--- config.mk ---
export PLATFORM = sky130hd
export DESIGN_NAME = led_history_ram
export DESIGN_NICKNAME = d
export VERILOG_FILES = /design/src/rtl/led_history_ram.sv
export SDC_FILE = /design/constraint.sdc
export NUM_CORES = 1
export LEC_CHECK = 0
export CAP_MARGIN = 20
export CORE_AREA = 2 2 382 289
export CTS_CLUSTER_SIZE = 30
export DETAILED_ROUTE_END_ITERATION = 8
export DIE_AREA = 0 0 384 291
export SYNTH_ARGS = -nofsm -noshare
export SYNTH_HDL_FRONTEND = slang
export SYNTH_SLANG_ARGS = --single-unit
--- constraint.sdc ---
create_clock -name clk -period 4.9 [get_ports clk]
set_clock_uncertainty 0.1 [all_clocks]
set_input_delay 0.98 -clock clk [delete_from_list [all_inputs] [get_ports clk]]
set_output_delay 0.98 -clock clk [all_outputs]
set_load 0.01 [all_outputs]
--- src/rtl/led_history_ram.sv ---
// led_history_ram: circular capture buffer for done-qualified LED samples, read back by age.
// Inputs from the divided-clock domain are synchronised; the RAM is inferred as block RAM.
module led_history_ram #(
    parameter int DATA_WIDTH = 4,
    parameter int ADDR_WIDTH = 8,
    parameter int OVERWRITE  = 0
) (
    input  logic                  clk,
    input  logic                  rst,
    input  logic                  done_in,
    input  logic [DATA_WIDTH-1:0] data_in,
    input  logic                  clear,
    input  logic                  rd_en,
    input  logic [ADDR_WIDTH-1:0] rd_idx,
    output logic [DATA_WIDTH-1:0] rd_data,
    output logic                  rd_valid,
    output logic                  rd_miss,
    output logic [ADDR_WIDTH:0]   count,
    output logic                  full,
    output logic                  overflow,
    output logic                  wr_pulse
);
    localparam int DEPTH = 1 << ADDR_WIDTH;
    localparam logic [ADDR_WIDTH:0] DEPTH_C = (ADDR_WIDTH + 1)'(DEPTH);

    logic [2:0]            done_q, done_d;
    logic [DATA_WIDTH-1:0] din1_q, din1_d, din2_q, din2_d;
    logic [ADDR_WIDTH-1:0] wr_ptr_q, wr_ptr_d;
    logic [ADDR_WIDTH:0]   count_q, count_d;
    logic                  full_q, full_d;
    logic                  overflow_q, overflow_d;
    logic                  wr_pulse_q, wr_pulse_d;
    logic                  rd_en1_q, rd_en1_d;
    logic                  rd_miss1_q, rd_miss1_d;
    logic [DATA_WIDTH-1:0] rd_data_q, rd_data_d;
    logic                  rd_valid_q, rd_valid_d;
    logic                  rd_miss_q, rd_miss_d;
    logic                  edge_det, at_full, wr_en;
    logic [ADDR_WIDTH-1:0] rd_addr;
    logic [DATA_WIDTH-1:0] ram_q;
    logic [DATA_WIDTH-1:0] mem [DEPTH];

    always_comb begin
        done_d     = {done_q[1:0], done_in};
        din1_d     = data_in;
        din2_d     = din1_q;
        edge_det   = done_q[1] & ~done_q[2];
        at_full    = count_q == DEPTH_C;
        // clear swallows a coincident edge; the synchroniser history still advances
        wr_en      = edge_det & ~clear & (~at_full | (OVERWRITE != 0));
        wr_ptr_d   = clear ? '0 : wr_ptr_q + ADDR_WIDTH'(wr_en);
        count_d    = clear ? '0 : count_q + (ADDR_WIDTH + 1)'(wr_en & ~at_full);
        overflow_d = ~clear & (overflow_q | (edge_det & at_full & (OVERWRITE == 0)));
        full_d     = count_d == DEPTH_C;
        wr_pulse_d = wr_en;
        // oldest entry sits at wr_ptr - count; at DEPTH the low bits of count are zero
        rd_addr    = wr_ptr_q - count_q[ADDR_WIDTH-1:0] + rd_idx;
        rd_en1_d   = rd_en;
        rd_miss1_d = {1'b0, rd_idx} >= count_q;
        rd_valid_d = rd_en1_q;
        rd_miss_d  = rd_en1_q & rd_miss1_q;
        rd_data_d  = rd_en1_q ? (rd_miss1_q ? '0 : ram_q) : rd_data_q;
    end

    always_ff @(posedge clk) begin
        if (wr_en) mem[wr_ptr_q] <= din2_q;
        if (rd_en) ram_q <= mem[rd_addr];
    end

    always_ff @(posedge clk or posedge rst) begin
        if (rst) begin
            done_q     <= '0;
            din1_q     <= '0;
            din2_q     <= '0;
            wr_ptr_q   <= '0;
            count_q    <= '0;
            full_q     <= 1'b0;
            overflow_q <= 1'b0;
            wr_pulse_q <= 1'b0;
            rd_en1_q   <= 1'b0;
            rd_miss1_q <= 1'b0;
            rd_data_q  <= '0;
            rd_valid_q <= 1'b0;
            rd_miss_q  <= 1'b0;
        end else begin
            done_q     <= done_d;
            din1_q     <= din1_d;
            din2_q     <= din2_d;
            wr_ptr_q   <= wr_ptr_d;
            count_q    <= count_d;
            full_q     <= full_d;
            overflow_q <= overflow_d;
            wr_pulse_q <= wr_pulse_d;
            rd_en1_q   <= rd_en1_d;
            rd_miss1_q <= rd_miss1_d;
            rd_data_q  <= rd_data_d;
            rd_valid_q <= rd_valid_d;
            rd_miss_q  <= rd_miss_d;
        end
    end

    assign rd_data  = rd_data_q;
    assign rd_valid = rd_valid_q;
    assign rd_miss  = rd_miss_q;
    assign count    = count_q;
    assign full     = full_q;
    assign overflow = overflow_q;
    assign wr_pulse = wr_pulse_q;
endmodule

Word level (Yosys, flattened, before mapping)
Memory sizes are Yosys's and may differ from the RTL's. A register that Yosys moved wholly into a read port is not among the register bits.
Index checks and enable logic that the tools add are counted.
{"block": "totals", "ff_bits": 39, "ramBits": 1024, "out_inout_bits": 18, "wordCells": 38, "n_memories": 1}
{"name": "mem", "words": 256, "word_bits": 4, "read_ports": 1, "rd_ports_with_merged_regs": 1, "write_ports": 1, "line": "41", "text": "logic [DATA_WIDTH-1:0] mem [DEPTH];"}
{"block": "classes", "addsub": 4, "n_lt_le_gt_ge": 1, "n_eq_ne": 2, "n_mux": 5, "bitwise": 12}
{"op": "$eq A9 B9 Y1 const B", "count": 2}
{"op": "$add A9 B9 Y9", "count": 1}
{"op": "$and A1 B9 Y9", "count": 1}
{"op": "$ge A8 B9 Y1", "count": 1}
{"op": "$mux W9", "count": 1}
{"op": "$not A1 Y9", "count": 1}
{"op": "$add A8 B1 Y8", "count": 1}
{"op": "$add A8 B8 Y8", "count": 1}
{"op": "$mux W8", "count": 1}
{"op": "$sub A8 B8 Y8", "count": 1}
{"op": "$and A1 B1 Y1", "count": 6}
{"op": "$mux W4", "count": 1}
{"op": "$not A1 Y1", "count": 3}
{"op": "$mux W1", "count": 2}
{"op": "$or A1 B1 Y1", "count": 1}

Longest topological paths before layout
{"block": "logic_depth", "depth_word": 8, "ltp_mapped": 16}

Worst setup path after synthesis
OpenSTA, ideal clock, no wires.
{"block": "synth_path", "path_type": "input -> register", "from": "in rd_idx[1]", "to": "reg ram_q[1] (read register of mem) (data pin)", "arrival_time_ps": 4020, "required_ps": 4541, "slack_ps": 521, "stages": 12, "path_buffers": 3, "path_cell_list": "inv_1 fa_1 fa_1 buf_2 buf_2 buf_1 mux4_2 a211oi_1 a31oi_1 a211oi_1 a21oi_1 a211o_1"}
{"block": "synth_via", "elab_chain_len": 1}
{"item": "from (decl)", "line": "14", "text": "input logic [ADDR_WIDTH-1:0] rd_idx,"}
{"item": "$add A8 B8 Y8", "line": "57", "text": "rd_addr = wr_ptr_q - count_q[ADDR_WIDTH-1:0] + rd_idx;"}
{"item": "to (decl)", "line": "40", "text": "logic [DATA_WIDTH-1:0] ram_q;"}
Every way passes these cells.
A chain may end at the register's enable or synchronous reset.

Worst setup path after layout
{"block": "layout_path", "from": "in rd_idx[1]", "to": "reg ram_q[2] (read register of mem) (data pin)"}
The elaborated chain is that of the path after synthesis.

==> run metrics <==
Worst setup EP type=flip-flop; DR vias=22200; setup violators final=0; commonest cells after routing, fill and taps aside=edfxtp_1 (1028), nor2_1 (286), mux4_2 (256); DR DRC count=0; outcome=finished, final reports clean; critical path class=primary input to flip-flop; Initial Utilization=approximately two fifths; LEAKAGE=~0.016 uW; Rel. slew slack=between 30 and 40%; hold crit path type=flip-flop to flip-flop; Gate Count Post-Synth=2299; Clock Path Buffers=3; number of synthesized flops with an enable pin=1028; WP buf/inv=5; clk slew on worst S/H paths=0.06 ns; net count after synthesis=2343; Tmin final=4.77 ns; initial drt markers=2818; total wire length=roughly 100 mm; via count of the first global-routing pass=22500; Nets=2513; H-tree Lvls=3; mean post-synth cell area=roughly 19 um^2; Critical Path RT=5.23 ns; Area growth syn-to-layout=15.2%; routed len/inst=25.8 um; # rows=105; total core area=approximately 0.11 mm^2; Via density=5.55; synthesized flop and latch total=1067; Root Driver=clkbuf_16; Num CTS Buffers=100; HPWL after detailed placement=around 64 mm; DRT antenna net count=0; Worst-Margin Slew=1.04 ns; DR top layer=met4; Cell Chain, Critical Path=clkdlybuf4s50_1, inv_1, fa_1, fa_4, buf_12, buf_12, mux4_2, nand2_1, nand2_1, o21ai_1, buf_4, o211ai_1, a32o_1, or3_1; CTS tree=built; Die ar.=0.112 mm^2; CP top delay family=adder cells; register area share after synthesis=74.1%; CP Launch Type=primary input; met3 wire length=slightly above 10 mm; initial antenna violation count=2; grt ovf=0; Fill cells=9110; Critical Path AT=5.10 ns; port buffer count=34; crit-path max cell delay=0.82 ns; GRT Resource Usage Total=18.6%; Die H=291 um; layout cells sized above 1=between 20% and 30%; Detail Route met2 WL=44.4 mm; Stages on worst setup path=14; Cell variety after synth=between 40 and 50; Clock Latency Late Sink=0.69 ns; PD cells=425 mW/mm^2; metal1 wirelength=~46 mm; worst hold slack=0.251 ns; worst hold stages=0; CP max-delay cell=fa_4; MaxCap Viol Count=0; first-pass GRT wire length=153 mm; post-synthesis cell area=~0.043 mm^2; fmax=roughly 0.21 GHz; Syn. warnings=0; io pins=35; die width=between 300 and 400 um; Final Hold Viols=0; worst-path fanout max=18; GP Congestion=0.827; Post-CTS Setup Bufs=0; VDD IR max=between 0.2 and 0.3 mV; Post-synth ARST share=3.66%; Main synth FF type=edfxtp_1; setup_tns=0 ns; max-slew violations=0; largest net degree at the start of global routing=115; commonest non-fill, non-tap cell in the layout=edfxtp_1; RSZ-0062 raised after global routing=false; DRT Pass-1 Iters=6; Worst Reg2Reg Path Length in Cells=15; CTS Sinks=between 1000 and 1500; period utilisation layout=97.4%
==> metal layers <==
metal  GRT usage [%]  vias up
li1                -     9467
met1            28.3    11500
met2            26.3      998
met3            4.86      166
met4            4.97        0
met5               0        -
==> timing repair <==
action                                 4_1_cts  5_1_grt
resized for setup                            0        3
endpoints found under the hold margin        0        0
setup endpoints to repair                    0        2
hold buffers                                 0        0
==> sequential cells by signal, summed over array words and instances, names as in the netlist, 3 cells and up <==
| signal | count |
|---|---|
| mem | 1024 |
| count | 9 |
| wr_ptr_q | 8 |
| din1_q | 4 |
| din2_q | 4 |
| ram_q | 4 |
| rd_data | 4 |
| done_q | 3 |
==> synth_stat cells, types with 14 or more instances <==
cell type | number | area share, %
mux4_2 | 256 | 13
mux2i_1 | 60 | 1.4
o21ai_0 | 17 | 0.20
edfxtp_1 | 1028 | 72
ha_1 | 20 | 0.58
buf_2 | 25 | 0.29
buf_6 | 14 | 0.37
xnor2_1 | 15 | 0.31
a31oi_1 | 17 | 0.25
clkbuf_1 | 69 | 0.60
buf_1 | 19 | 0.17
and2_1 | 42 | 0.61
dfrtp_1 | 39 | 2.3
inv_1 | 42 | 0.37
nor2_1 | 286 | 2.5
nand3_1 | 19 | 0.22
a311oi_1 | 16 | 0.33
nand2_1 | 157 | 1.4
a211oi_1 | 54 | 0.94
==> logic make-up (layout without fill, tap and decap cells) <==
| kind of cell | count (synthesis) | in the layout | synth area share, % |
|---|---|---|---|
| adders and majority gates | 27 | 27 | 0.908 |
| other | 0 | 1 | 0 |
| xor gates and xnor gates | 19 | 19 | 0.387 |
| muxes | 316 | 316 | 14.8 |
| and+or+nand+nor | 541 | 541 | 5.25 |
| AOI/OAI and AO/OA | 149 | 149 | 2.53 |
| DFF | 1067 | 1067 | 74.1 |
| buffers and inverters | 180 | 433 | 2.00 |
==> path summary, 6_finish.rpt <==
path	from	end	slack [ns]
setup / recovery	rd_idx[1]	ram_q[2]	0.13
hold / removal	din1_q[0]	din2_q[0]	0.25
setup reg to reg	count[0]	ram_q[2]	0.43
hold reg to reg	din1_q[0]	din2_q[0]	0.25
max in group asynchronous	rst	din2_q[0]	3.71
min in group asynchronous	rst	wr_ptr_q[7]	0.62
==> stage by stage <==
step,power (uW),utilization [%],area [um^2],setup slack (ns),instances
2_1_floorplan,12200,-,43000,0.521,2299
3_3_place_gp,13300,42.6,46100,-0.622,3809
3_5_place_dp,13400,42.6,46100,-0.634,3809
4_1_cts,21200,45.6,49500,0.0805,3994
5_1_grt,21700,45.7,49500,0.0213,3996
6_report,21100,45.7,49500,0.128,3997
==> layout make-up <==
class,instances,area [um^2],share of cell area (%)
repair buffers,206,2060,4.16
inverters,42,158,0.318
multi-input cells,1052,10300,20.9
clock inverters,57,548,1.11
well taps,1444,1810,3.65
diodes,1,2.50,0.00505
flip-flops and latches,1067,31900,64.3
clock buffers,128,2760,5.57
==> power breakdown <==
group,switching (uW),internal (uW),leakage [uW]
clock network,3350,4500,0.00162
registers,66.2,10000,0.00974
logic,1660,1450,0.00445
total,5070,16000,0.0158
Note: power is estimated with default switching activity, not from simulation.
